### src/rtl/global_avg_pool_pkg.sv
// Shared types and constants for the global average pool and its helpers.
package avg_pool_pkg;

    typedef enum logic [1:0] {
        ST_ACCUM  = 2'd0,
        ST_DIVIDE = 2'd1,
        ST_OUTPUT = 2'd2
    } state_e;

    localparam int ROUND_TRUNC   = 0;
    localparam int ROUND_NEAREST = 1;

    // Index width that never collapses to zero bits for single-entry ranges.
    function automatic int idx_width(input int n);
        return (n > 1) ? $clog2(n) : 1;
    endfunction

endpackage

### src/rtl/global_avg_pool_chk.sv
// Checker for the pool's divider results: the quotient must fit the output
// width and the remainder must be a proper remainder.
module global_avg_pool_chk #(
    parameter int ACC_WIDTH  = 39,
    parameter int DATA_WIDTH = 32
) (
    input logic                 clock,
    input logic                 reset_n,
    input logic                 done,
    input logic [ACC_WIDTH-1:0] quotient,
    input logic [ACC_WIDTH-1:0] remainder,
    input logic [ACC_WIDTH-1:0] divisor
);

    a_quot_fits: assert property (@(posedge clock) disable iff (!reset_n)
        done |-> (quotient[ACC_WIDTH-1:DATA_WIDTH] == {(ACC_WIDTH-DATA_WIDTH){1'b0}}));

    a_rem_proper: assert property (@(posedge clock) disable iff (!reset_n)
        done |-> (remainder < divisor));

endmodule

### src/rtl/global_avg_pool_seq_divider.sv
// Restoring unsigned divider, one quotient bit per cycle; the first bit is
// resolved on the start edge so done arrives WIDTH cycles after start.
module seq_divider #(
    parameter int WIDTH = 8
) (
    input  logic             clock,
    input  logic             reset_n,
    input  logic             abort,
    input  logic             start,
    input  logic [WIDTH-1:0] dividend,
    input  logic [WIDTH-1:0] divisor,
    output logic [WIDTH-1:0] quotient,
    output logic [WIDTH-1:0] remainder,
    output logic             done
);

    localparam int CNT_W = $clog2(WIDTH + 1);

    logic [WIDTH-1:0] r_rem;
    logic [WIDTH-1:0] r_quot;
    logic [WIDTH-1:0] r_divisor;
    logic [CNT_W-1:0] r_cnt;
    logic             r_busy;
    logic             r_done;

    logic [WIDTH-1:0] w_rem_in;
    logic [WIDTH-1:0] w_quot_in;
    logic [WIDTH-1:0] w_divisor;
    logic [WIDTH:0]   w_shift;
    logic [WIDTH:0]   w_trial;
    logic [WIDTH-1:0] w_rem_nxt;
    logic [WIDTH-1:0] w_quot_nxt;

    // One restoring step, seeded from the ports on the start cycle.
    always_comb begin
        w_rem_in  = r_rem;
        w_quot_in = r_quot;
        w_divisor = r_divisor;
        if (start) begin
            w_rem_in  = {WIDTH{1'b0}};
            w_quot_in = dividend;
            w_divisor = divisor;
        end else begin
            w_rem_in  = r_rem;
            w_quot_in = r_quot;
            w_divisor = r_divisor;
        end
        w_shift = {w_rem_in, w_quot_in[WIDTH-1]};
        w_trial = w_shift - {1'b0, w_divisor};
        if (w_trial[WIDTH]) begin
            w_rem_nxt  = w_shift[WIDTH-1:0];
            w_quot_nxt = {w_quot_in[WIDTH-2:0], 1'b0};
        end else begin
            w_rem_nxt  = w_trial[WIDTH-1:0];
            w_quot_nxt = {w_quot_in[WIDTH-2:0], 1'b1};
        end
    end

    // Iteration state; abort drops any division in flight without a done.
    always_ff @(posedge clock) begin
        if (!reset_n || abort) begin
            r_rem     <= {WIDTH{1'b0}};
            r_quot    <= {WIDTH{1'b0}};
            r_divisor <= {WIDTH{1'b0}};
            r_cnt     <= {CNT_W{1'b0}};
            r_busy    <= 1'b0;
            r_done    <= 1'b0;
        end else if (start) begin
            r_rem     <= w_rem_nxt;
            r_quot    <= w_quot_nxt;
            r_divisor <= divisor;
            r_cnt     <= CNT_W'(WIDTH - 1);
            r_busy    <= (WIDTH > 1);
            r_done    <= (WIDTH == 1);
        end else if (r_busy) begin
            r_rem  <= w_rem_nxt;
            r_quot <= w_quot_nxt;
            r_cnt  <= r_cnt - CNT_W'(1);
            if (r_cnt == CNT_W'(1)) begin
                r_busy <= 1'b0;
                r_done <= 1'b1;
            end else begin
                r_done <= 1'b0;
            end
        end else begin
            r_done <= 1'b0;
        end
    end

    assign quotient  = r_quot;
    assign remainder = r_rem;
    assign done      = r_done;

endmodule

### src/rtl/global_avg_pool.sv
// Multi-channel global average pool: accumulates a channel-interleaved frame,
// then divides each channel sum by the point count with one shared divider.
module global_avg_pool
    import avg_pool_pkg::*;
#(
    parameter int DATA_WIDTH   = 32,
    parameter int NUM_POINTS   = 49,
    parameter int NUM_CHANNELS = 4,
    parameter int ROUND_MODE   = 0,
    parameter int ACC_WIDTH    = DATA_WIDTH + $clog2(NUM_POINTS) + 1,
    parameter int CH_W         = idx_width(NUM_CHANNELS)
) (
    input  logic                  clock,
    input  logic                  reset_n,
    input  logic                  clear,
    input  logic [DATA_WIDTH-1:0] in_data,
    input  logic                  in_valid,
    output logic                  in_ready,
    output logic [DATA_WIDTH-1:0] out_data,
    output logic [CH_W-1:0]       out_channel,
    output logic                  out_last,
    output logic                  out_valid,
    input  logic                  out_ready,
    output logic                  busy
);

    localparam int PT_W = idx_width(NUM_POINTS);
    localparam logic [ACC_WIDTH-1:0] DIVISOR = ACC_WIDTH'(NUM_POINTS);
    localparam logic [ACC_WIDTH-1:0] BIAS =
        (ROUND_MODE == ROUND_NEAREST) ? ACC_WIDTH'(NUM_POINTS / 2) : {ACC_WIDTH{1'b0}};

    state_e                r_state;
    logic [ACC_WIDTH-1:0]  r_acc [NUM_CHANNELS];
    logic [CH_W-1:0]       r_ch;
    logic [PT_W-1:0]       r_pt;
    logic                  r_start;
    logic                  r_in_ready;
    logic                  r_busy;
    logic                  r_out_valid;
    logic [DATA_WIDTH-1:0] r_out_data;
    logic [CH_W-1:0]       r_out_channel;
    logic                  r_out_last;

    logic [ACC_WIDTH-1:0]  w_dividend;
    logic [ACC_WIDTH-1:0]  w_div_quot;
    logic [ACC_WIDTH-1:0]  w_div_rem;
    logic                  w_div_done;
    logic                  w_last_ch;
    logic                  w_last_pt;

    assign w_last_ch  = (r_ch == CH_W'(NUM_CHANNELS - 1));
    assign w_last_pt  = (r_pt == PT_W'(NUM_POINTS - 1));
    assign w_dividend = r_acc[r_ch] + BIAS;

    seq_divider #(
        .WIDTH (ACC_WIDTH)
    ) u_div (
        .clock     (clock),
        .reset_n   (reset_n),
        .abort     (clear),
        .start     (r_start),
        .dividend  (w_dividend),
        .divisor   (DIVISOR),
        .quotient  (w_div_quot),
        .remainder (w_div_rem),
        .done      (w_div_done)
    );

    global_avg_pool_chk #(
        .ACC_WIDTH  (ACC_WIDTH),
        .DATA_WIDTH (DATA_WIDTH)
    ) u_chk (
        .clock     (clock),
        .reset_n   (reset_n),
        .done      (w_div_done),
        .quotient  (w_div_quot),
        .remainder (w_div_rem),
        .divisor   (DIVISOR)
    );

    // Frame FSM: accumulate, then divide/emit one channel at a time.
    always_ff @(posedge clock) begin
        if (!reset_n || clear) begin
            r_state       <= ST_ACCUM;
            r_ch          <= {CH_W{1'b0}};
            r_pt          <= {PT_W{1'b0}};
            r_start       <= 1'b0;
            r_in_ready    <= 1'b1;
            r_busy        <= 1'b0;
            r_out_valid   <= 1'b0;
            r_out_data    <= {DATA_WIDTH{1'b0}};
            r_out_channel <= {CH_W{1'b0}};
            r_out_last    <= 1'b0;
            for (int i = 0; i < NUM_CHANNELS; i++) begin
                r_acc[i] <= {ACC_WIDTH{1'b0}};
            end
        end else begin
            r_start <= 1'b0;
            case (r_state)
                ST_ACCUM: begin
                    if (in_valid) begin
                        r_acc[r_ch] <= r_acc[r_ch] + ACC_WIDTH'(in_data);
                        if (w_last_ch) begin
                            r_ch <= {CH_W{1'b0}};
                            if (w_last_pt) begin
                                r_pt       <= {PT_W{1'b0}};
                                r_state    <= ST_DIVIDE;
                                r_start    <= 1'b1;
                                r_in_ready <= 1'b0;
                                r_busy     <= 1'b1;
                            end else begin
                                r_pt <= r_pt + PT_W'(1);
                            end
                        end else begin
                            r_ch <= r_ch + CH_W'(1);
                        end
                    end
                end
                ST_DIVIDE: begin
                    if (w_div_done) begin
                        r_out_data    <= w_div_quot[DATA_WIDTH-1:0];
                        r_out_channel <= r_ch;
                        r_out_last    <= w_last_ch;
                        r_out_valid   <= 1'b1;
                        r_state       <= ST_OUTPUT;
                    end
                end
                ST_OUTPUT: begin
                    if (out_ready) begin
                        r_out_valid <= 1'b0;
                        if (w_last_ch) begin
                            r_ch       <= {CH_W{1'b0}};
                            r_pt       <= {PT_W{1'b0}};
                            r_state    <= ST_ACCUM;
                            r_in_ready <= 1'b1;
                            r_busy     <= 1'b0;
                            for (int i = 0; i < NUM_CHANNELS; i++) begin
                                r_acc[i] <= {ACC_WIDTH{1'b0}};
                            end
                        end else begin
                            r_ch    <= r_ch + CH_W'(1);
                            r_state <= ST_DIVIDE;
                            r_start <= 1'b1;
                        end
                    end
                end
                default: begin
                    r_state     <= ST_ACCUM;
                    r_in_ready  <= 1'b1;
                    r_busy      <= 1'b0;
                    r_out_valid <= 1'b0;
                end
            endcase
        end
    end

    assign in_ready    = r_in_ready;
    assign busy        = r_busy;
    assign out_valid   = r_out_valid;
    assign out_data    = r_out_data;
    assign out_channel = r_out_channel;
    assign out_last    = r_out_last;

endmodule

### config.mk
export PLATFORM = sky130hd
export DESIGN_NAME = global_avg_pool
export DESIGN_NICKNAME = d
export VERILOG_FILES = /design/src/rtl/global_avg_pool_pkg.sv /design/src/rtl/global_avg_pool_chk.sv /design/src/rtl/global_avg_pool_seq_divider.sv /design/src/rtl/global_avg_pool.sv
export SDC_FILE = /design/constraint.sdc
export NUM_CORES = 1
export LEC_CHECK = 0
export ABC_AREA = 1
export CORE_ASPECT_RATIO = 1.2
export CORE_MARGIN = 1
export CORE_UTILIZATION = 55
export DETAILED_ROUTE_END_ITERATION = 6
export GPL_ROUTABILITY_DRIVEN = 0
export HOLD_SLACK_MARGIN = 0.15
export PLACE_DENSITY = 0.79
export SLEW_MARGIN = 15
export SYNTH_ARGS = -nofsm -noshare
export SYNTH_HDL_FRONTEND = slang
export SYNTH_SLANG_ARGS = --single-unit
export TNS_END_PERCENT = 100
### constraint.sdc
create_clock -name clock -period 9.3 [get_ports clock]
set_clock_uncertainty 0.05 [all_clocks]
set_input_delay 1.86 -clock clock [delete_from_list [all_inputs] [get_ports clock]]
set_output_delay 1.86 -clock clock [all_outputs]
set_load 0.02 [all_outputs]
==> summary.md <==
| Metric | Value |
|---|---|
| CTS H-tree lvls | 2 |
| Syn nets | approximately 2600 |
| Met3 wire length | 3210 µm |
| Crit-path cells | clkdlybuf4s50_1 > nor2_1 > buf_4 > inv_4 > nor2_1 > nand2_1 > buf_4 > nand2_2 |
| Area Growth Syn to Fin | 11.4% |
| Leak | 8.93 nW |
| Vias per inst | between 5 and 6 |
| Root buffer cell | clkbuf_16 |
| Max_slew headroom | 26.1% |
| Layout cells sized above 1 | around 4.5% |
| Final nets | 2648 |
| CP delay by family, top | buffers and inverters |
| Mean Syn Cell Area | 7.39 µm² |
| Die area | 34400 µm² |
| Seq/Total Area, Yosys | 44.3% |
| Port-buffer cells | 74 |
| F_max | 210 MHz |
| Final setup viols | 0 |
| FFs w/ async S/R, synth | 0% |
| ANT cells | 0 |
| First-pass detailed-route iteration total | 6 |
| Clock transition at path regs | 0.06 ns |
| Die X | between 150 and 200 µm |
| Top FF cell, synth | dfxtp_1 |
| CTS Buf Count | 35 |
| Synth cell types | 45 |
| ANT nets after route | 0 |
| Tcrit/Tclk final | 51.2% |
| Initial DRC Count | 1326 |
| Fin util | slightly above 60% |
| Worst Reg-to-Reg Cells | 16 |
| Clock Sink Count | 332 |
| Pwr/cell area | 164 nW/µm² |
| CP max FO | 77 |
| Clock period minus worst slack | about 4.8 ns |
| Most frequent cells in the layout | 630 x nand2_1, 437 x nor2_1, 233 x inv_1, 174 x dfxtp_1, 170 x a21oi_1 |
| Uppermost layer routed | met4 |
| WHS | 0.408 ns |
| WS Path Type | input pin to flip-flop |
| Worst Path Required | 9.27 ns |
| Worst Max-Slew Pin Slew | 1.10 ns |
| Worst hold path class | flip-flop to flip-flop |
| Largest net degree at the start of global routing | 83 |
| Total wire length | ~48000 µm |
| Resize count post-CTS | 0 |
| CP Depth | 8 |
| Slowest cell delay on critical path | about 0.75 ns |
| Clk Latency, worst-skew pair | 0.52 ns |
| Synth area leaders | edfxtp_1 25%, dfxtp_1 19%, nand2_1 13% |
| Fin. max-slew vios | 0 |
| CP startpoint kind | input pin |
| CP Buf/Inv Count | 4 |
| Core area | 33200 µm² |
| FF-to-FF setup slack | 4.69 ns |
| Antenna violations before repair | 0 |
| Max VDD drop | 0.204 mV |
| Ports | 75 |
| Cell taking the most area after synthesis | edfxtp_1 |
| Arrival @ worst endpoint | about 4.7 ns |
| Outcome | finished clean |
| Hold Path Depth | 2 |
| Unrepaired setup endpoints after global routing | no |
| Mapped cell area | 18500 µm² |
| Number of enable flip-flop cells after synthesis | between 150 and 200 |
| HP Start | out_channel[0]$_SDFFE_PP0P_ |
| #FFs+latches synth | ~330 |
| Global-route wire length before repair | 78400 µm |
| YS warnings | 0 |
| DP Wirelength | 33200 µm |
| Max_cap viols | 0 |
| Chip Height | 203 µm |
| Post-route DRC | 0 |
| Critical path origin | clear |
| WL met1 | 18900 µm |
| Grt total ovfl | 0 |
| Core Rows | 73 |
| Hold Vio Cnt, Final | 0 |
| Synth top area share | 25.3% |
| Hold-fix buffers at CTS | 0 |
| Routed len/inst | roughly 16 µm |
| Slowest CP cell | nand2_2 |
| Metal2 WL | 24100 µm |
| Layout fillers | 2891 |
| TritonCTS clock tree | done |
| Post-route setup TNS | 0 ns |
| Number of global-route vias before repair | 16282 |
| Initial Util | 55.9% |
| Post-CTS Repair Setup Buffers | 0 |
| Commonest non-fill, non-tap cell in the layout | nand2_1 |
| Via count | 16889 |
| Total GRT Usage | 28.3% |
| Critical Path End Type | flip-flop |
| Post-Syn Instances | 2507 |
| Clock Path Buffers | 3 |
Yosys cell counts (12+ instances only):
master      n
nor3_1     23
o21ai_0   119
nand2_2    12
dfxtp_1   176
inv_1     234
ha_1       79
o21bai_1   12
nand2_1   634
o22ai_1    32
clkbuf_1   79
a21oi_1   170
xnor2_1    18
xor2_1     32
a31oi_1    50
nor2_1    440
edfxtp_1  156
nand3_1   144
where the power goes:
group	total (mW)	leakage, nW	switching (mW)	internal (mW)
combinational	0.438	5.22	0.311	0.127
clock	1.38	0.553	0.560	0.818
sequential	1.58	3.16	0.0111	1.57
stage by stage:
step           setup WS (ns)  cell area (µm²)  total power, mW  std cells
2_1_floorplan           5.37            18500             1.90       2507
3_3_place_gp            4.08            19500             2.02       2943
3_5_place_dp            4.03            19500             2.04       2943
4_1_cts                 4.57            20600             3.40       3005
5_1_grt                 4.35            20600             3.52       3005
6_report                4.54            20600             3.40       3005
state kept, by name, indices dropped and copies added, names as in the netlist, named ones only:
name             count
out_channel          2
u_div.r_busy         1
u_div.remainder     39
out_valid            1
busy                 1
in_ready             1
r_ch                 2
u_div.r_divisor     39
u_div.r_cnt          6
r_start              1
u_div.quotient      39
r_state              2
u_div.done           1
out_last             1
out_data            32
r_pt                 6
r_acc              156
path summary, 6_finish.rpt:
path	end
worst max-delay path	r_acc[2][10]$_SDFFCE_PN0P_
worst min-delay path	out_channel[0]$_SDFFE_PP0P_
worst max register to register	r_acc[2][26]$_SDFFCE_PN0P_
worst min register to register	out_channel[0]$_SDFFE_PP0P_
worst min-delay path: stages (launching register included):
cell	delay (ns)
dfxtp_1	0.31
nand2_1	0.06
a21oi_1	0.05
layout make-up:
cell class                 count  area [µm²]  share of cell area [%]
clock buffer                  48         975                    4.72
clock inverter                14         149                   0.721
inverter                     237         895                    4.33
multi-input combinational   1832        8980                    43.5
sequential                   332        8210                    39.8
tap                          450         563                    2.73
timing repair buffer          92         876                    4.24
metal layers:
layer	up-vias	track usage, %
li1	8268	-
met1	7793	32.5
met2	668	51.2
met3	160	3.98
met4	0	13.6
met5	-	0
cells by family after synthesis:
logic type,Yosys count,synth area share [%]
adders and majority gates,81,5.55
and+or+nand+nor,1289,28.2
AOI/OAI and AO/OA,411,12.2
xor gates and xnor gates,51,2.45
buffers and inverters,343,7.38
DFF,332,44.3
Power figures use the tool's default switching activity.
